`src/rtl/relu_out_serializer.sv`:
```
// ReLU output serializer: captures CO-channel activation vectors into a small FIFO,
// requantizes each channel (shift + unsigned saturation) and streams one channel per beat.
module relu_out_serializer #(
   parameter int CO         = 16,
   parameter int AB_BW      = 32,
   parameter int OUT_BW     = 8,
   parameter int FRAC_SHIFT = 0,
   parameter int DEPTH      = 4,
   localparam int CHW       = (CO > 1) ? $clog2(CO) : 1
) (
   input  logic                clk,
   input  logic                reset,
   input  logic                relu_valid,
   input  logic [CO*AB_BW-1:0] relu_in,
   output logic                o_valid,
   input  logic                o_ready,
   output logic [OUT_BW-1:0]   o_data,
   output logic [CHW-1:0]      o_ch,
   output logic                o_last,
   output logic                overflow,
   output logic                busy
);

   localparam int PW = (DEPTH > 1) ? $clog2(DEPTH) : 1;
   localparam int CW = $clog2(DEPTH + 1);

   typedef enum logic {S_IDLE, S_SEND} state_t;

   state_t              r_state, w_next;
   logic [CO*AB_BW-1:0] r_mem [DEPTH];
   logic [CO*AB_BW-1:0] r_cur;
   logic [PW-1:0]       r_wptr, r_rptr;
   logic [CW-1:0]       r_count;
   logic [CHW-1:0]      r_ch;
   logic [OUT_BW-1:0]   r_data;
   logic                r_last, r_ovf;

   logic                w_nonempty, w_accept, w_last_acc, w_pop, w_push;
   logic [CHW-1:0]      w_nch;
   logic [CO*AB_BW-1:0] w_head;

   function automatic logic [OUT_BW-1:0] f_requant(input logic [AB_BW-1:0] x);
      logic signed [AB_BW-1:0] v;
      v = $signed(x) >>> FRAC_SHIFT;
      if (v < 0) return '0;
      if ((v >> OUT_BW) != '0) return '1;
      return OUT_BW'($unsigned(v));
   endfunction

   assign w_head = r_mem[r_rptr];
   assign w_nch  = r_ch + 1'b1;

   always_ff @(posedge clk or posedge reset) begin
      if (reset) r_state <= S_IDLE;
      else       r_state <= w_next;
   end

   always_comb begin
      w_next     = r_state;
      w_pop      = 1'b0;
      w_nonempty = (r_count != '0);
      w_accept   = (r_state == S_SEND) && o_ready;
      w_last_acc = w_accept && r_last;
      case (r_state)
         S_IDLE: begin
            if (w_nonempty) begin
               w_pop  = 1'b1;
               w_next = S_SEND;
            end
         end
         S_SEND: begin
            if (w_last_acc) begin
               if (w_nonempty) w_pop  = 1'b1;
               else            w_next = S_IDLE;
            end
         end
         default: w_next = S_IDLE;
      endcase
      // A pop on the same edge frees a slot, so a full FIFO still accepts the write
      w_push = relu_valid && ((r_count < CW'(DEPTH)) || w_pop);
   end

   always_ff @(posedge clk) begin
      if (w_push) r_mem[r_wptr] <= relu_in;
      if (w_pop)  r_cur <= w_head;
   end

   always_ff @(posedge clk or posedge reset) begin
      if (reset) begin
         r_wptr  <= '0;
         r_rptr  <= '0;
         r_count <= '0;
         r_ch    <= '0;
         r_data  <= '0;
         r_last  <= 1'b0;
         r_ovf   <= 1'b0;
      end else begin
         if (w_push)          r_wptr <= (r_wptr == PW'(DEPTH - 1)) ? '0 : r_wptr + 1'b1;
         else if (relu_valid) r_ovf  <= 1'b1;

         // Output register is loaded from the vector being popped, hiding the cur-load cycle
         if (w_pop) begin
            r_rptr <= (r_rptr == PW'(DEPTH - 1)) ? '0 : r_rptr + 1'b1;
            r_ch   <= '0;
            r_data <= f_requant(w_head[AB_BW-1:0]);
            r_last <= (CO == 1);
         end else if (w_accept && !r_last) begin
            r_ch   <= w_nch;
            r_data <= f_requant(r_cur[int'(w_nch)*AB_BW +: AB_BW]);
            r_last <= (w_nch == CHW'(CO - 1));
         end else if (w_last_acc) begin
            r_last <= 1'b0;
         end

         if (w_push && !w_pop)      r_count <= r_count + 1'b1;
         else if (!w_push && w_pop) r_count <= r_count - 1'b1;
      end
   end

   assign o_valid  = (r_state == S_SEND);
   assign o_data   = r_data;
   assign o_ch     = r_ch;
   assign o_last   = r_last;
   assign overflow = r_ovf;
   assign busy     = (r_count != '0) || o_valid;

endmodule
```
`config.mk`:
```
export PLATFORM = sky130hd
export DESIGN_NAME = relu_out_serializer
export DESIGN_NICKNAME = d
export VERILOG_FILES = /design/src/rtl/relu_out_serializer.sv
export SDC_FILE = /design/constraint.sdc
export NUM_CORES = 2
export LEC_CHECK = 0
export ABC_AREA = 1
export CAP_MARGIN = 15
export CORE_MARGIN = 4
export CORE_UTILIZATION = 37
export CTS_BUF_LIST = sky130_fd_sc_hd__clkbuf_16
export CTS_CLUSTER_SIZE = 14
export DETAILED_ROUTE_END_ITERATION = 12
export PLACE_DENSITY_LB_ADDON = 0.3
export SLEW_MARGIN = 20
export SYNTH_ARGS = -nofsm -noshare
export SYNTH_HDL_FRONTEND = slang
export SYNTH_SLANG_ARGS = --single-unit
```
`constraint.sdc`:
```
create_clock -name clk -period 23.8 [get_ports clk]
set_input_delay 2.38 -clock clk [delete_from_list [all_inputs] [get_ports clk]]
set_output_delay 2.38 -clock clk [all_outputs]
set_load 0.1 [all_outputs]
```
# == Word-level counts from Yosys, hierarchy flattened ==
# Memory sizes are Yosys's and may differ from the RTL's.
# Cells that the tools add are included.
# classes
n_addsub,5
mux,38
n_reduce_logical,18
n_eq_ne,3
n_bitwise,2
shifts,1
order_cmp,3
# ops
cell,count
512-bit by 10-bit variable part select with 32-bit output,1
8-bit 2-to-1 mux,10
"32-bit by 1-bit less-than comparator with 1-bit output, second input constant",2
32-bit nonzero test,2
1-bit 2-to-1 mux,20
4-bit 2-to-1 mux,2
1-bit logical AND,6
3-bit 2-to-1 mux,2
3-bit nonzero test,2
"2-bit by 1-bit adder with 2-bit output, second input constant",2
"4-bit by 1-bit adder with 4-bit output, second input constant",1
"2-bit == test, second input constant",2
"4-bit == test, second input constant",1
2-bit 2-to-1 mux,2
1-bit case mux with 2 select lines,2
2-bit nonzero test,2
"3-bit by 1-bit adder with 3-bit output, second input constant",1
1-bit logical NOT,3
"3-bit less-than comparator, second input constant",1
"3-bit by 1-bit subtractor with 3-bit output, second input constant",1
1-bit logical OR,2
1-bit NOT,2
2-bit AND reduction,1
# word_totals
output_inout_bits,16
in_bits,516
ff_bits,534
mem_count,1
ramBits,2048
# memory_table
name,words,width,rd,rd_ports_with_merged_regs,wr,line_no,rtl
r_mem,4,512,1,0,1,30,logic [CO*AB_BW-1:0] r_mem [DEPTH];

# == Longest topological paths before layout ==
# logic_depth
ltp_word,13
ltp_mapped,19
mapped_depth_nobuf,17

# == Worst setup path before layout ==
# No wires, ideal clock.
# synth_timing
path_type,input port to flip-flop
from,input port o_ready
to,"memory r_mem[0][0] (netlist bit), enable pin"
arrival_time_ps,23971
required_ps,22398
setup_ps,1402
path_slack_ps,-1573
path_stages,4
n_path_buf,0
path_cell_list,nand2_1 nand2_1 o21ai_0 nor2_1
# synth_via
elab_chain_cells,8
# synth_rtl
item,line_no,rtl
"start, declared",16,"input logic o_ready,"
1-bit logical AND,62,w_accept = (r_state == S_SEND) && o_ready;
1-bit logical AND,63,w_last_acc = w_accept && r_last;
1-bit 2-to-1 mux,72,if (w_last_acc) begin
1-bit case mux with 2 select lines,64,case (r_state)
1-bit logical OR,80,w_push = relu_valid && ((r_count < CW'(DEPTH)) || w_pop);
1-bit logical AND,80,
1-bit 2-to-1 mux,84,if (w_push) r_mem[r_wptr] <= relu_in;
1-bit 2-to-1 mux (not written as such),84,
"end, declared",30,
# No other way between the ends.

# == Final worst setup path ==
# layout_timing
from,input port o_ready
to,"register r_cur[228], enable pin"
# layout_via
elab_chain_cells,4
# layout_rtl
item,line_no,rtl
1-bit logical AND,62,
1-bit logical AND,63,
1-bit 2-to-1 mux,72,
1-bit case mux with 2 select lines,64,
via w_pop,38,"logic w_nonempty, w_accept, w_last_acc, w_pop, w_push;"
"end signal, assigned",85,if (w_pop) r_cur <= w_head;
"end, declared",31,logic [CO*AB_BW-1:0] r_cur;
# The timed path passes the listed nets, and every way through them passes these cells.
# A chain may end at the register's enable or synchronous reset.

==> flow_summary.json <==
{
  "status": "completed",
  "area_delta_synth_final_pct": 18.0,
  "period_minus_slack_ns": 5.91,
  "critPathMaxFanout": 117,
  "relSlewSlack": 0.199,
  "rsz0062_at_grt": "no",
  "cts_resized": 0,
  "clock-root-buffer": "clkbuf_16",
  "hold_violations": 0,
  "vdd_drop_max_v": 0.0000945,
  "setup-violations-final": 0,
  "clk_latency_ns": 0.95,
  "grt_max_degree": 234,
  "path_class": "input pin to flop",
  "crit_path_frequent_cell": "buf_4",
  "grt_pass1_wl_mm": 364,
  "post_cts_buffers": 0,
  "clock_sink_count": 2582,
  "gr-total-overflow": 0,
  "hold_class": "flop to flop",
  "place_inst": 10100,
  "start_util": 0.372,
  "synth-compound-area-share": 0.0947,
  "die_area_sq_um": 266000,
  "rows": 186,
  "max_clock_freq_mhz": 169,
  "yosys.area_share.xor_xnor": 0.000538,
  "ys_seq_elements": 2582,
  "netlist-cell-type-count": 42,
  "leakage_uw": 0.0361,
  "min_from": "overflow",
  "synth_warnings": 0,
  "cts_max_level": 5,
  "io_buffers": 531,
  "numCtsBuffers": 288,
  "vias_per_cell": 5.28,
  "path_clk_slew_ns": 0.06,
  "core-area_sq_um": 257000,
  "yosysSeqAreaShare": 0.812,
  "drc": 0,
  "crit_path_max_incr_delay_ns": 0.81,
  "wire_per_inst_um": 24.1,
  "syn_area_per_cell_sq_um": 14.8,
  "dr.pass1.iters": 5,
  "drt-total-wl_mm": 255,
  "clock_skew_ns": 0.0841,
  "start_kind": "input pin",
  "slowest_stage": "buf_4",
  "worst_slew_pin_slew_ns": 1.20,
  "synth_top_family_by_area": "compound AO/OA/AOI/OAI gates",
  "endpoint_kind": "flop",
  "synth_adder_area_share": 0.00126,
  "fin_nets": 7491,
  "synthMuxAreaShare": 0.000118,
  "stdcell_count": 10600,
  "grt_usage": 0.185,
  "syn-instance-count": 6462,
  "hold_buffers": 0,
  "dp_hpwl_mm": 148,
  "vias": 55900,
  "grt_pass1_vias": 53700,
  "crit_arrival_ns": 6.44,
  "cp.required_ns": 24.33,
  "crit_chain": "clkdlybuf4s50_1, nand2_1, nand2_1, nand2_2, inv_8, buf_4, buf_4, buf_4",
  "synthSimpleGateAreaFrac": 0.0705,
  "antenna_found_initial": 111,
  "routabilityCongestion": 0.783,
  "cts_buffer_depth": 4,
  "final_common_cell": "edfxtp_1",
  "postRouteAntennaNets": 0,
  "power.density_nw_per_um2": 120,
  "cts_tree": "done",
  "layout-drive-gt1-share": 0.0650,
  "drv_cap": 0,
  "drtIter0Drc": 5188,
  "synth_area_sq_um": 95400,
  "hold_ws_ns": 0.491,
  "syn_nets": 6987,
  "r2r-start": "r_rptr[0]",
  "fin_crit_sh": 0.248,
  "io_pins": 532,
  "final_cell_mix": "edfxtp_1 (2560), nor2_1 (1200), o21ai_0 (1067)",
  "die_x_um": 516,
  "slew_viol_final": 0,
  "die_h_um": 516,
  "crit_start": "o_ready"
}
-- flip-flops by register name (all words and copies together) (netlist names) --
signal    count
overflow      1
r_mem      2048
o_data        8
o_valid       1
r_rptr        2
o_last        1
r_wptr        2
r_count       3
r_cur       512
o_ch          4
-- synthesized netlist by cell type, drive strengths merged --
library cell,number,share of area
nor3,41,0.0023
clkinv,1,0.000039
clkbuf,283,0.011
nand3b,2,0.00016
mux2,1,0.00012
xor2,3,0.00035
nand2,355,0.014
fa,1,0.00021
inv,92,0.0036
dfrtp,22,0.0058
o22ai,506,0.033
nand3,99,0.0053
a21oi,54,0.0028
and2,1,0.000066
nor2b,1,0.000066
xnor2,2,0.00018
or2,3,0.00020
buf,107,0.0062
a32oi,8,0.00073
o221ai,8,0.00073
ha,8,0.0010
nor4,1,0.000066
o211ai,4,0.00031
edfxtp,2560,0.81
a31o,1,0.000092
nor2,1207,0.048
nand4,9,0.00059
o31ai,2,0.00016
o21ai,1080,0.057
-- final timing paths --
kind	depth (start not counted)	to	slack (ns)
min reg2reg	1	overflow	0.49
min in group asynchronous	2	o_valid	1.88
min	1	overflow	0.49
max	8	r_cur[228]	17.89
max in group asynchronous	2	r_rptr[1]	21.34
max reg2reg	7	r_cur[210]	18.09
-- per-stage QoR --
| step | setup slack (ns) | cell area (sq um) | util | power [uW] | setup TNS, ns |
|---|---|---|---|---|---|
| floorplan | -1.57 | 95400 | - | 8720 | -3221.99 |
| global placement | 16.93 | 104000 | 0.406 | 9580 | 0 |
| detailed placement | 16.93 | 104000 | 0.406 | 9670 | 0 |
| CTS | 17.91 | 112000 | 0.438 | 13600 | 0 |
| global route | 17.68 | 112000 | 0.438 | 14200 | 0 |
| finish | 17.89 | 113000 | 0.438 | 13500 | 0 |
-- metal layers --
metal / wire length [um] / up-vias / GRT usage
li1: - / 25300 / -
met1: 107000 / 28200 / 0.246
met2: 123000 / 1876 / 0.305
met3: 17900 / 500 / 0.0414
met4: 7120 / 50 / 0.0508
met5: 344 / - / 0
-- layout make-up --
cell class / instances / area (sq um)
diodes: 43 / 108
clock buffers: 291 / 7280
clock inverters: 191 / 1060
fillers: 22600 / 144000
inverters: 93 / 384
multi-input cells: 3397 / 16000
flip-flops and latches: 2582 / 77400
well taps: 3384 / 4230
repair buffers: 604 / 6040
-- cell families (layout without fill, tap and decap cells) --
family	count (synthesis)	count (layout)
other	0	43
XOR/XNOR	5	5
adder cells (fa/ha/maj)	9	9
AND/OR/NAND/NOR	1719	1719
buffers and inverters	483	1179
multiplexers	1	1
AO/OA/AOI/OAI	1663	1663
flip-flops	2582	2582
-- power breakdown --
group / total (uW) / switching [uW] / internal [uW]
Sequential: 5970 / 178 / 5790
Combinational: 3560 / 2630 / 932
Clock: 3960 / 1690 / 2280
-- worst max-delay path: cells and delay by family --
| kind | cells | cell delay (ns) |
|---|---|---|
| buffers and inverters | 5 | 3.49 |
| and+or+nand+nor | 3 | 0.34 |
Power figures use the tool's default switching activity.
